$ cat src/rtl/fp_pkg.sv
// fp_pkg: shared binary32 field widths, record type and constant encodings
package fp_pkg;
  localparam int FP32_WIDTH = 32;
  localparam int FP32_EXP_W = 8;
  localparam int FP32_MAN_W = 23;
  localparam int FP32_SIGN_BIT = 31;
  typedef struct packed {
    logic sign;
    logic [FP32_EXP_W-1:0] exp;
    logic [FP32_MAN_W-1:0] man;
  } fp32_t;
  localparam fp32_t FP32_POS_ZERO = '{sign: 1'b0, exp: '0, man: '0};
  localparam fp32_t FP32_POS_INF = '{sign: 1'b0, exp: '1, man: '0};
endpackage

$ cat src/rtl/fp_pipe_reg.sv
// fp_pipe_reg: DEPTH-stage register chain with sync active-high reset, wire when DEPTH is 0
module fp_pipe_reg #(
  parameter int WIDTH = 32,
  parameter int DEPTH = 1
) (
  input  logic             clk,
  input  logic             rst,
  input  logic [WIDTH-1:0] d,
  output logic [WIDTH-1:0] q
);
  if (DEPTH == 0) begin : g_wire
    assign q = d;
  end else begin : g_regs
    logic [WIDTH-1:0] s [DEPTH];
    always_ff @(posedge clk) begin
      if (rst) s <= '{default: '0};
      else begin
        s[0] <= d;
        for (int i = 1; i < DEPTH; i++) s[i] <= s[i-1];
      end
    end
    assign q = s[DEPTH-1];
  end
endmodule

$ cat src/rtl/fp_absolute.sv
// fp_absolute: IEEE-754 abs by clearing the sign bit, delayed by LATENCY register stages
module fp_absolute
  import fp_pkg::*;
#(
  parameter int FP_WIDTH = FP32_WIDTH,
  parameter int LATENCY = 1
) (
  input  logic                aclk,
  input  logic                reset,
  input  logic [FP_WIDTH-1:0] value,
  output logic [FP_WIDTH-1:0] result
);
  logic [FP_WIDTH-1:0] abs_w;
  assign abs_w = {1'b0, value[FP_WIDTH-2:0]};
  fp_pipe_reg #(.WIDTH(FP_WIDTH), .DEPTH(LATENCY)) u_pipe (
    .clk(aclk),
    .rst(reset),
    .d(abs_w),
    .q(result)
  );
endmodule

$ cat config.mk
export PLATFORM = sky130hd
export DESIGN_NAME = fp_absolute
export DESIGN_NICKNAME = d
export VERILOG_FILES = /design/src/rtl/fp_pkg.sv /design/src/rtl/fp_pipe_reg.sv /design/src/rtl/fp_absolute.sv
export SDC_FILE = /design/constraint.sdc
export NUM_CORES = 1
export LEC_CHECK = 0
export CAP_MARGIN = 20
export CORE_UTILIZATION = 29
export CTS_CLUSTER_SIZE = 20
export DETAILED_ROUTE_END_ITERATION = 12
export PLACE_DENSITY_LB_ADDON = 0.3
export SLEW_MARGIN = 20
export SYNTH_ARGS = -nofsm -noshare
export SYNTH_HDL_FRONTEND = slang
export SYNTH_SLANG_ARGS = --single-unit
$ cat constraint.sdc
create_clock -name aclk -period 0.8 [get_ports aclk]
set_input_delay 0.2 -clock aclk [delete_from_list [all_inputs] [get_ports aclk]]
set_output_delay 0.2 -clock aclk [all_outputs]
set_load 0.01 [all_outputs]
# Yosys cells after proc, flatten, opt, wreduce, memory -nomap -nowiden
# Index checks and enable logic that the tools add are counted.
[word_totals] reg_bits=32 input_bits=34 output_inout_bits=32 word_cells=2

# Logic depth before layout (Yosys ltp)
[depth] ltp_word=0 ltp_mapped=2 mapped_depth_nobuf=1

# Hierarchy
# Synthesis repeated with hierarchy kept, for this count alone.
[unflattened] hier_cells=68 hier_area_um2=867.1
[modules_own_cells] mod="fp_pipe_reg" n_inst=1 cells_each=67 area_per_inst_um2=863.3 seq_area_each_um2=640.6
[modules_own_cells] mod="fp_absolute" n_inst=1 cells_each=1 area_per_inst_um2=3.8 seq_area_each_um2=0.0

# Worst setup path before layout
# Ideal clock, no wire load.
[synth_path] kind="register -> output" from="register u_pipe.g_regs.s, in the netlist u_pipe.q[0]" to="output port result[0]" arrival_ps=331 required_ps=600 setup_slack_ps=269 path_stages_with_launch=1 path_buffers=0 path_cell_list="dfxtp_1"
[synth_lines] element="start, declared" line_no="fp_pipe_reg.sv:14" source="logic [WIDTH-1:0] s [DEPTH];"
[synth_lines] element="end, declared" line_no="fp_absolute.sv:11" source="output logic [FP_WIDTH-1:0] result"
# No word-level cell between the ends.

# Worst setup path after layout
[layout_path] from="register u_pipe.g_regs.s, in the netlist u_pipe.q[18]" to="output port result[18]"
# No word-level cell between the ends.

==> reports/results.txt <==
Status - complete, but fails checks
Failing checks - setup timing
Total wire length - 1790 um
Synthesis-to-finish area growth - 76.4%
Detailed Route Iter0 Violations - 8
RSZ-0062 raised after global routing - yes
First-pass GRT wire length - 2930 um
Critical path class - flop to output pin
FP Rows - 19
Gate Count Post-Synth - 67
DRC violations left - 0
Die Ht - 56.4 um
DR pass1 iterations - 4
Area occupied by registers - 639 um^2
Htree depth - 2
Synth unique cells - 5
Vias in the first global route - 720
Register bit total from synthesis - 31
Period utilisation layout - 1.20
Leakage Power - 0.667 nW
GRT overflow - 0
Core area - 2780 um^2
Number of max-cap violations - 0
Post-Syn Area per Cell - 12.8 um^2
Final Hold Fails - 0
Area taken by multi-input logic gates - 198 um^2
Setup WS post-layout - -0.156 ns
Startpoint Class - flop
CP required - 0.60 ns
Non-filler instance count after layout - 166
WHS - 0.417 ns
Buffer levels on the longest clock path - 2
Hold Crit Class - input port to flop
CTS tree - done
Mapped Nets - 101
Worst path top cell family by delay - flip-flops
Post-DP HPWL - 1380 um
CP max stage cell - dfxtp_1
Worst-path fanout max - 1
Placed Cells - 160
CTS Root Cell - clkbuf_4
Post-synthesis sequential area ratio - 0.722
Pwr per Cell Area - 1870 nW/um^2
Fmax - 1050 MHz
Routability congestion estimate - 0.658
Die Width - 56.4 um
Max reg flops - 31
Tmin final - 0.956 ns
Yosys Warn Count - 0
CP Cell Sequence - buf_2
DR vias - 661
Fillers - 241
Worst path buffer plus inverter count - 1
Layout net count - 170
Initial antenna violation count - 0
Gr usage total - 0.131
Critical path startpoint - u_pipe.q[18]$_SDFF_PP0_
Die Footprint - 3190 um^2
Avg WL per Cell - 10.8 um
Cts-stage hold buffer count - 0
CTS buffer count - 5
Slew Limit Fails - 0
Layout cells sized above 1 - 0.400
CP peak stage delay - 0.31 ns
Worst vdd ir - 1.49 mV
Clk pin slew, worst setup/hold paths - 0.08 ns
Detailed-route vias per instance - 3.98
Final setup viols - 31
Post-synthesis cell area - 860 um^2
Fin area - 1520 um^2
Diode count - 0
Worst Path Arrival - 0.76 ns
Largest net degree at the start of global routing - 16
Cell Area, Placed - 1510 um^2
IO Pins - 66
Total power - 2.83 mW
Post-route ant nets - 0
Worst hold path startpoint - value[11]
Starting Density - 0.309
Sink Count - 31
PortBufs - 63
Crit end category - output pin
cell families after synthesis:
group                  Yosys count  share of synthesized area
DFF                             31                      0.722
and+or+nand+nor                 31                      0.226
buffers and inverters            4                     0.0480
other                            1                    0.00436
power by group:
part	switching [mW]	total, mW	internal [mW]
Clock	0.448	0.759	0.312
Combinational	0.128	0.410	0.283
Sequential	0.0275	1.66	1.63
Yosys cell counts (all sizes together):
| master | instances | area share |
|---|---|---|
| buf | 4 | 0.048 |
| conb | 1 | 0.0044 |
| nor2b | 31 | 0.23 |
| dfxtp | 31 | 0.72 |
path summary, 6_finish.rpt:
check | depth (start not counted) | to | slack, ns
worst max-delay path | 1 | result[18] | -0.16
worst min-delay path | 2 | u_pipe.q[11]$_SDFF_PP0_ | 0.42
layer usage:
metal / track usage / share of wire / vias to the layer above
li1: - / - / 334
met1: 0.117 / 0.37 / 282
met2: 0.210 / 0.49 / 39
met3: 0.0714 / 0.11 / 6
met4: 0.115 / 0.030 / 0
met5: 0 / 0 / -
through the flow:
stage,setup TNS [ns],util,setup WS [ns]
floorplan,0,-,0.269
global placement,-14.60,0.543,-0.277
detailed placement,-16.06,0.543,-0.331
CTS,-5.44,0.507,-0.189
global route,-5.96,0.545,-0.202
finish,-4.55,0.545,-0.156
cells in the final DEF (no fill, tap or decap):
cell type        count
clkdlybuf4s50_1     32
nor2b_1             31
buf_6               17
buf_2               16
dfxtp_1             16
dfxtp_2             15
clkbuf_4             5
conb_1               1
clkbuf_1             1
buf_4                1
layout make-up:
cell class / instances / area share
flip-flops and latches: 31 / 0.422
repair buffers: 66 / 0.395
multi-input cells: 32 / 0.130
clock buffers: 6 / 0.0272
well taps: 31 / 0.0256
repair_timing:
item                                    CTS  global route
resized for setup                       128            28
endpoints found under the setup margin   31            36
setup buffers                             0             0
cloned                                    0             0
Note: power is estimated with default switching activity, not from simulation.
